**src/rtl/firefly_pkg.sv**
```systemverilog
// Shared types and helpers for the firefly period follower.
package firefly_pkg;

  typedef enum logic [1:0] {IDLE, LEARN, READY, FOLLOW} state_e;

  localparam int unsigned MAX_W = 32;

  // Largest value a w-bit period counter can hold before it saturates.
  function automatic logic [MAX_W-1:0] cnt_sat(input int unsigned w);
    return (MAX_W'(1) << w) - MAX_W'(1);
  endfunction

  // High time in cycles for a given period and duty; a nonzero duty never rounds down to zero.
  function automatic logic [MAX_W-1:0] calc_hi(input logic [MAX_W-1:0] per,
                                               input logic [MAX_W-1:0] duty,
                                               input int unsigned      duty_w);
    logic [2*MAX_W-1:0] prod;
    prod = (2*MAX_W)'(per) * (2*MAX_W)'(duty);
    prod = prod >> duty_w;
    if ((duty != '0) && (prod == '0)) begin
      prod = (2*MAX_W)'(1);
    end
    return MAX_W'(prod);
  endfunction

endpackage

```
**src/rtl/firefly_follower_edge_sync.sv**
```systemverilog
// Two-flop synchroniser followed by a registered rising-edge pulse.
module edge_sync (
  input  logic clk,
  input  logic rst_n,
  input  logic d_i,
  output logic level_o,
  output logic rise_o
);

  logic meta_q, sync_q, prev_q, rise_q;

  always_ff @(posedge clk or negedge rst_n) begin
    if (!rst_n) begin
      meta_q <= 1'b0;
      sync_q <= 1'b0;
      prev_q <= 1'b0;
      rise_q <= 1'b0;
    end else begin
      meta_q <= d_i;
      sync_q <= meta_q;
      prev_q <= sync_q;
      rise_q <= sync_q & ~prev_q;
    end
  end

  assign level_o = sync_q;
  assign rise_o  = rise_q;

endmodule

```
**src/rtl/firefly_follower.sv**
```systemverilog
// Learns the averaged period of f0 and regenerates it on f1 with programmable duty.
// Define FIREFLY_PHASE_ALIGN_EN to realign the f1 phase to every f0 edge while following.
module firefly_follower
  import firefly_pkg::*;
#(
  parameter int unsigned CNT_W    = 20,
  parameter int unsigned AVG_LOG2 = 2,
  parameter int unsigned DUTY_W   = 8,
  parameter int unsigned MIN_PER  = 4
) (
  input  logic              clk,
  input  logic              rst_n,
  input  logic              f0,
  input  logic              learn,
  input  logic              start,
  input  logic [DUTY_W-1:0] duty,
  output logic              f1,
  output logic [CNT_W-1:0]  period,
  output logic              locked,
  output logic              err
);

  localparam int unsigned      ACC_W     = CNT_W + AVG_LOG2;
  localparam int unsigned      NPER_W    = AVG_LOG2 + 1;
  localparam logic [CNT_W-1:0] SAT       = CNT_W'(cnt_sat(CNT_W));
  localparam logic [CNT_W-1:0] MIN_P     = CNT_W'(MIN_PER);
  localparam logic [NPER_W-1:0] NPER_LAST = NPER_W'((1 << AVG_LOG2) - 1);

  logic f0_rise, f0_level_unused, learn_rise, learn_lvl;

  edge_sync u_f0_sync (
    .clk     (clk),
    .rst_n   (rst_n),
    .d_i     (f0),
    .level_o (f0_level_unused),
    .rise_o  (f0_rise)
  );

  edge_sync u_learn_sync (
    .clk     (clk),
    .rst_n   (rst_n),
    .d_i     (learn),
    .level_o (learn_lvl),
    .rise_o  (learn_rise)
  );

  state_e             state_q, state_d;
  logic [CNT_W-1:0]   cnt_q, cnt_d;
  logic [ACC_W-1:0]   acc_q, acc_d;
  logic [NPER_W-1:0]  nper_q, nper_d;
  logic               armed_q, armed_d;
  logic [CNT_W-1:0]   period_q, period_d;
  logic               locked_q, locked_d;
  logic               err_q, err_d;
  logic               f1_q, f1_d;
  logic [CNT_W-1:0]   phase_q, phase_d;
  logic [CNT_W-1:0]   hi_q, hi_d;

  logic [ACC_W-1:0]   acc_sum;
  logic [CNT_W-1:0]   avg, hi_new, phase_nx;
  logic               wrap;

  assign acc_sum  = acc_q + ACC_W'(cnt_q);
  assign avg      = CNT_W'(acc_sum >> AVG_LOG2);
  assign hi_new   = CNT_W'(calc_hi(MAX_W'(period_q), MAX_W'(duty), DUTY_W));
  assign phase_nx = phase_q + CNT_W'(1);
  assign wrap     = (phase_nx == period_q);

  always_ff @(posedge clk or negedge rst_n) begin
    if (!rst_n) begin
      state_q  <= IDLE;
      cnt_q    <= '0;
      acc_q    <= '0;
      nper_q   <= '0;
      armed_q  <= 1'b0;
      period_q <= '0;
      locked_q <= 1'b0;
      err_q    <= 1'b0;
      f1_q     <= 1'b0;
      phase_q  <= '0;
      hi_q     <= '0;
    end else begin
      state_q  <= state_d;
      cnt_q    <= cnt_d;
      acc_q    <= acc_d;
      nper_q   <= nper_d;
      armed_q  <= armed_d;
      period_q <= period_d;
      locked_q <= locked_d;
      err_q    <= err_d;
      f1_q     <= f1_d;
      phase_q  <= phase_d;
      hi_q     <= hi_d;
    end
  end

  always_comb begin
    state_d  = state_q;
    cnt_d    = cnt_q;
    acc_d    = acc_q;
    nper_d   = nper_q;
    armed_d  = armed_q;
    period_d = period_q;
    locked_d = locked_q;
    err_d    = err_q;
    f1_d     = f1_q;
    phase_d  = phase_q;
    hi_d     = hi_q;

    // A learn edge restarts learning from any state.
    if (learn_rise) begin
      state_d  = LEARN;
      locked_d = 1'b0;
      err_d    = 1'b0;
      f1_d     = 1'b0;
      cnt_d    = '0;
      acc_d    = '0;
      nper_d   = '0;
      armed_d  = 1'b0;
    end else begin
      case (state_q)
        IDLE: ;
        LEARN: begin
          if (!learn_lvl) begin
            state_d = IDLE;
            cnt_d   = '0;
            acc_d   = '0;
            nper_d  = '0;
            armed_d = 1'b0;
          end else if (f0_rise) begin
            // An edge beats a coincident saturation: its count is accepted.
            cnt_d = CNT_W'(1);
            if (!armed_q) begin
              armed_d = 1'b1;
            end else if (nper_q == NPER_LAST) begin
              cnt_d   = '0;
              acc_d   = '0;
              nper_d  = '0;
              armed_d = 1'b0;
              if (avg >= MIN_P) begin
                period_d = avg;
                locked_d = 1'b1;
                state_d  = READY;
              end else begin
                err_d   = 1'b1;
                state_d = IDLE;
              end
            end else begin
              acc_d  = acc_sum;
              nper_d = nper_q + NPER_W'(1);
            end
          end else if (cnt_q == SAT) begin
            err_d    = 1'b1;
            locked_d = 1'b0;
            state_d  = IDLE;
            cnt_d    = '0;
            acc_d    = '0;
            nper_d   = '0;
            armed_d  = 1'b0;
          end else begin
            cnt_d = cnt_q + CNT_W'(1);
          end
        end
        READY: begin
          f1_d = 1'b0;
          if (start) begin
            state_d = FOLLOW;
            phase_d = '0;
            hi_d    = hi_new;
            f1_d    = (hi_new != '0);
          end
        end
        FOLLOW: begin
          if (!start) begin
            state_d = READY;
            f1_d    = 1'b0;
          end else begin
            if (wrap) begin
              phase_d = '0;
              hi_d    = hi_new;
              f1_d    = (hi_new != '0);
            end else begin
              phase_d = phase_nx;
              f1_d    = (phase_nx < hi_q);
            end
`ifdef FIREFLY_PHASE_ALIGN_EN
            if (f0_rise) begin
              phase_d = '0;
              hi_d    = hi_new;
              f1_d    = (hi_new != '0);
            end
`endif
          end
        end
        default: state_d = IDLE;
      endcase
    end
  end

  assign f1     = f1_q;
  assign period = period_q;
  assign locked = locked_q;
  assign err    = err_q;

endmodule
```
**config.mk**
```make
export PLATFORM = sky130hd
export DESIGN_NAME = firefly_follower
export DESIGN_NICKNAME = d
export VERILOG_FILES = /design/src/rtl/firefly_pkg.sv /design/src/rtl/firefly_follower_edge_sync.sv /design/src/rtl/firefly_follower.sv
export SDC_FILE = /design/constraint.sdc
export NUM_CORES = 1
export LEC_CHECK = 0
export BUFFER_PORTS_ARGS = -buffer_cell sky130_fd_sc_hd__buf_2
export CORE_ASPECT_RATIO = 0.8
export CORE_MARGIN = 4
export CORE_UTILIZATION = 55
export CTS_CLUSTER_SIZE = 25
export DETAILED_ROUTE_END_ITERATION = 7
export GPL_ROUTABILITY_DRIVEN = 0
export GPL_TIMING_DRIVEN = 0
export HOLD_SLACK_MARGIN = 0.05
export PLACE_DENSITY = 0.72
export REMOVE_ABC_BUFFERS = 1
export SYNTH_ARGS = -nofsm -noshare
export SYNTH_HDL_FRONTEND = slang
export SYNTH_HIERARCHICAL = 1
export SYNTH_SLANG_ARGS = --single-unit
```
**constraint.sdc**
```tcl
create_clock -name clk -period 5.2 [get_ports clk]
set_input_delay 0.26 -clock clk [delete_from_list [all_inputs] [get_ports clk]]
set_output_delay 0.26 -clock clk [all_outputs]
set_load 0.005 [all_outputs]
```
==> results of run 1 <==
-- critical path, delay by kind of cell (launching register included) --
family,cells,cell delay [ns]
simple gates,4,1.19
fa+ha+maj,5,2.39
flops,1,0.47
compound gates,4,0.88
xor+xnor,1,0.35
buf+inv,3,0.26
-- flip-flops by register name, indices dropped and copies added (netlist names), 2 cells and up --
| register | count |
|---|---|
| period | 20 |
| nper_q | 3 |
| hi_q | 20 |
| cnt_q | 20 |
| acc_q | 22 |
| state_q | 2 |
| phase_q | 20 |
-- where the power goes --
part           internal, W  leakage, nW  switching (W)
sequential        0.000945         1.52      0.0000232
clock             0.000786        0.297       0.000412
combinational    0.0000589         5.40       0.000148
-- kinds of logic after synthesis --
kind of cell | after synthesis | share of synthesized area, %
AOI/OAI and AO/OA | 268 | 14.4
DFF | 119 | 23.7
and+or+nand+nor | 480 | 20.3
xor gates and xnor gates | 79 | 5.74
buffers and inverters | 225 | 7.12
muxes | 29 | 2.47
adders and majority gates | 198 | 26.2
-- final cells by class --
| type | count | area share [%] |
|---|---|---|
| clock inverter | 9 | 0.827 |
| sequential | 119 | 20.3 |
| antenna | 1 | 0.0169 |
| timing repair buffer | 124 | 6.66 |
| tap | 306 | 2.58 |
| multi-input combinational | 1054 | 62.6 |
| clock buffer | 23 | 3.22 |
| inverter | 149 | 3.77 |
-- metrics by stage --
step,total power [W],util (%),setup TNS (ns),cells
after floorplan,0.00107,-,-0.538,1322
after global placement,0.00116,57.0,-22.70,1663
after detailed placement,0.00119,57.5,-3.36,1668
after CTS,0.00238,64.9,-0.600,1775
after global routing,0.00246,66.1,-1.13,1784
final,0.00237,66.1,-0.947,1785
-- per-layer routing --
layer | vias to the layer above | GRT usage (%) | share of wire, %
met5 | - | 0 | 0.035
met4 | 2 | 8.99 | 3.6
met3 | 113 | 4.82 | 7.0
met2 | 451 | 47.0 | 46
met1 | 5368 | 40.9 | 43
li1 | 4890 | - | -
-- worst min path at each step --
stage                                    from                    to  slack [ns]  depth (start not counted)
after global placement    u_learn_sync/meta_q  u_learn_sync/level_o        0.34                          0
after CTS                    u_f0_sync/meta_q     u_f0_sync/level_o        0.35                          0
after global routing      u_learn_sync/meta_q  u_learn_sync/level_o        0.35                          0
after detailed placement                rst_n             period[2]        0.23                          1
after floorplan                         rst_n              acc_q[0]       -0.04                          0
final                     u_learn_sync/meta_q  u_learn_sync/level_o        0.35                          0
-- timing repair --
action,in CTS,in global routing
endpoints found under the hold margin,50,0
setup buffers,72,9
endpoints found under the setup margin,8,2
hold buffers,3,0
gates resized for setup,121,46
pin swaps,66,45
-- layout by cell type (no fill, tap or decap), types with 8 or more instances in the layout --
master	count
a21oi_1	46
a211oi_1	11
nor2_1	58
nand2_1	123
ha_1	76
xnor2_1	46
fa_1	100
buf_4	64
ha_4	13
nand4_1	16
fa_2	8
nor4_1	12
o21a_1	8
and2_4	12
nand3_1	32
or3_1	11
nand2b_1	11
o21ai_0	55
buf_2	35
mux2_2	14
dfrtp_2	18
nor2b_1	15
nor3_1	20
mux2i_1	13
and2_1	113
o31ai_1	8
xor2_1	27
clkbuf_16	17
a21o_1	14
a31oi_1	13
buf_6	17
a22o_1	30
dfrtp_1	99
inv_1	143
==> results_dict.tcl, run 1 <==
set metrics [dict create \
    crit_start "period[5]" \
    synth_warnings 6 \
    start_util_pct 56.0 \
    dr.pass1.iters 6 \
    setup_ws_ns -0.485 \
    max_cap_viol_count 0 \
    timing.hold.ws_ns 0.349 \
    postRouteAntennaNets 0 \
    violations "setup timing" \
    worstPathCellList "and2_4, fa_1, fa_1, fa_1, inv_1, fa_1, inv_2, ha_4, buf_6, and3_4, a211oi_4, o21ai_1, xnor2_1, o2111ai_2, or4_4, nor4_4, a2bb2oi_2" \
    regArea_mm2 0.00301 \
    cts_sinks 119 \
    status "finished with violations" \
    die_area_mm2 0.0253 \
    yosysMostFrequentCell "inv_1" \
    endpoint_kind "flip-flop" \
    remaining_drc_errors 0 \
    p_leak_nw 7.21 \
    critical_path_arrival_ns 5.96 \
    synth_cell_types 79 \
    grt_pass1_wl_mm 57.9 \
    hold_violations 0 \
    grt-ovfl-total 0 \
    rows 49 \
    port_buffers 35 \
    tightest_slew_ns 0.856 \
    clock_path_buffers 2 \
    setup_viol 2 \
    htree_num_levels 4 \
    rsz0062_at_grt "true" \
    ys_seq_area_share_pct 23.7 \
    synth_area_leaders "dfrtp_1 24%, fa_1 17%, ha_1 9.0%, and2_1 6.2%, inv_1 4.5%" \
    worstHoldPathType "flip-flop to flip-flop" \
    slowest_delay_ns 0.60 \
    synth_area_leader_cell "dfrtp_1" \
    antenna_found_initial 1 \
    cts_tree "yes" \
    clkTransAtPathRegs_ns 0.05 \
    max_freq_mhz 176 \
    power_density_mw_per_mm2 160 \
    postSynth.asyncResetShare_pct 100 \
    post_drt_wl_per_cell_um 20.7 \
    setup.worst_path.class "flip-flop to flip-flop" \
    finalCriticalPeriod_ns 5.69 \
    grt_max_degree 72 \
    r2r_start "period[5]" \
    report.final.slew_viol_count 0 \
    multi_input_area_mm2 0.00929 \
    nNetsFinal 1676 \
    r2r_end "f1" \
    start_kind "flip-flop" \
    num_io_pins 36 \
    drive_above_1_share_pct 20.3 \
    die_x_um 177 \
    min_period_over_period_pct 109 \
    ir_worst_vdd_uv 264 \
    core_mm2 0.0224 \
    r2r_cells 17 \
    crit_top_cell "fa_1" \
    syn-cell-area_mm2 0.0126 \
    cp.required_ns 5.47 \
    place_ws_ns -1.21 \
    clkLatencyLatePin_ns 0.42 \
    slew_headroom_pct 42.8 \
    cp_slowest_cell "fa_1" \
    gr-usage-all-layers_pct 29.2 \
    routed_via_density 6.06 \
    placed_area_mm2 0.0129 \
    ys.flop_type "dfrtp_1" \
    cp_max_fo 6 \
    n_fill_cell 1761 \
    r2r_setup_slack_ns -0.49 \
    clock_skew_ns 0.00862 \
    synth_seq_cells 119 \
    synthDominantCellAreaShare_pct 23.7 \
    drt_wl_total_mm 36.9 \
    syn_area_per_cell_um2 8.98 \
    cts_buffers 17 \
    design_area_mm2 0.0148 \
    syn_inst 1398 \
    num_vias 10800 \
    synth-edff-count 0 \
    first_iter_violations 910 \
    crit_end "f1" \
    die_y_um 143 \
    ys_top_cells_by_count "149 x inv_1, 126 x nand2_1, 124 x and2_1" \
    dp_hpwl_mm 23.4 \
    cts-root-buf "clkbuf_16" \
    area_growth_pct 18.1 \
    grt_pass1_vias 10700 \
]
No activity file was read; power rests on OpenSTA's default activity.
==> inputs of run 2 (changes only) <==
PLACE_DENSITY = 0.76   (was 0.72)
==> results_dict.tcl, run 2 (synthesized netlist as in run 1, its figures left out) <==
set metrics [dict create \
    status "finished with violations" \
    violations "setup timing" \
    grt_pass1_wl_mm 57.0 \
    routed_via_density 6.04 \
    min_period_over_period_pct 107 \
    rows 49 \
    setup_ws_ns -0.374 \
    dp_hpwl_mm 23.3 \
    core_mm2 0.0224 \
    remaining_drc_errors 0 \
    fin_util_pct 65.4 \
    n_fill_cell 1741 \
    holdPathEnd "u_f0_sync/level_o" \
    r2r_cells 17 \
    num_vias 10700 \
    r2r_end "f1" \
    endpoint_kind "flip-flop" \
    slew_headroom_pct 42.2 \
    finalCriticalPeriod_ns 5.57 \
    place_ws_ns -1.27 \
    final_common_cell "inv_1" \
    post_drt_wl_per_cell_um 20.1 \
    cp.required_ns 5.47 \
    critical_path_arrival_ns 5.84 \
    r2r_setup_slack_ns -0.37 \
    die_area_mm2 0.0253 \
    grt_max_degree 66 \
    antenna_found_initial 4 \
    die_y_um 143 \
    grt_pass1_vias 10600 \
    power_density_mw_per_mm2 166 \
    largest_reg_flops 22 \
    grt-ovfl-total 0 \
    tns_ns -0.709 \
    first_iter_violations 903 \
    drt_wl_total_mm 35.6 \
    setup.worst_path.class "flip-flop to flip-flop" \
    p_leak_nw 7.16 \
    clock_path_buffers 2 \
    max_freq_mhz 179 \
    gr-usage-all-layers_pct 28.4 \
    start_kind "flip-flop" \
    rsz0062_at_grt "true" \
    holdPathStages 0 \
    worstHoldPathType "flip-flop to flip-flop" \
    cts_buffers 17 \
    area_growth_pct 16.9 \
    multi_input_area_mm2 0.00929 \
    dr.pass1.iters 6 \
    cts_sinks 119 \
    hp-start "u_f0_sync/meta_q" \
    ir_worst_vdd_uv 281 \
    clock_skew_ns 0.00787 \
    power_w 0.00244 \
    max_cap_viol_count 0 \
    nNetsFinal 1656 \
    die_x_um 177 \
    htree_num_levels 4 \
    regArea_mm2 0.00301 \
    clkLatencyLatePin_ns 0.42 \
    drive_above_1_share_pct 19.2 \
    num_io_pins 36 \
    r2r_start "period[1]" \
    port_buffers 35 \
    hold_violations 0 \
    final_cell_mix "143 x inv_1, 123 x nand2_1, 107 x and2_1" \
    start_util_pct 56.0 \
    tightest_slew_ns 0.863 \
    report.final.slew_viol_count 0 \
    cts_tree "yes" \
    clkTransAtPathRegs_ns 0.05 \
    cp_max_fo 4 \
    cts-root-buf "clkbuf_16" \
    top_register "acc_q" \
    postRouteAntennaNets 0 \
    setup_viol 2 \
]
## run 2: worst max path at each step
stage / startpoint / endpoint
4_1_cts: period[5] / f1
3_3_place_gp: period[0] / f1
6_report: period[1] / f1
3_5_place_dp: period[0] / f1
2_1_floorplan: period[17] / hi_q[0]
5_1_grt: period[5] / f1
## run 2: area by class of cell
| cell class | instances | area share [%] |
|---|---|---|
| multi-input combinational | 1054 | 63.3 |
| tap | 306 | 2.61 |
| antenna | 1 | 0.0170 |
| inverter | 149 | 3.81 |
| sequential | 119 | 20.5 |
| clock inverter | 11 | 1.16 |
| timing repair buffer | 104 | 5.37 |
| clock buffer | 21 | 3.27 |
## run 2: where the power goes
part	total, W	internal (W)	switching [W]
Sequential	0.000969	0.000945	0.0000236
Combinational	0.000197	0.0000529	0.000144
Clock	0.00127	0.000852	0.000422
## run 2: through the flow
stage	instances	hold slack [ns]	cell area [um^2]
finish	1765	0.350	14700
CTS	1755	0.354	14400
floorplan	1322	-0.0356	12200
global placement	1663	0.335	12800
global route	1764	0.361	14700
detailed placement	1668	0.256	12900
## run 2: critical path, stage by stage (launching register included)
cell and delay (ns):
dfrtp_2 0.47, and2_1 0.19, fa_2 0.40, fa_1 0.55, inv_1 0.05, fa_1 0.50, inv_1 0.06, fa_1 0.54
ha_4 0.24, a211oi_4 0.30, o31ai_4 0.14, a211oi_4 0.32, o21ai_0 0.21, xnor2_1 0.34, o2111ai_2 0.20, or4_4 0.46
nor4_4 0.31, a2bb2oi_2 0.15
## run 2: what timing repair did
item,CTS,global route
hold buffers,3,0
pin swaps,57,63
hold endpoints to repair,56,0
endpoints found under the setup margin,9,6
gates resized for setup,109,42
buffers inserted,52,9
## run 2: routing by layer
| metal | vias up | wire [um] | GRT usage (%) |
|---|---|---|---|
| met4 | 2 | 1360 | 11.5 |
| met2 | 439 | 16200 | 43.6 |
| met3 | 109 | 2930 | 6.78 |
| met5 | - | 13 | 0 |
| met1 | 5264 | 15100 | 39.2 |
| li1 | 4838 | - | - |
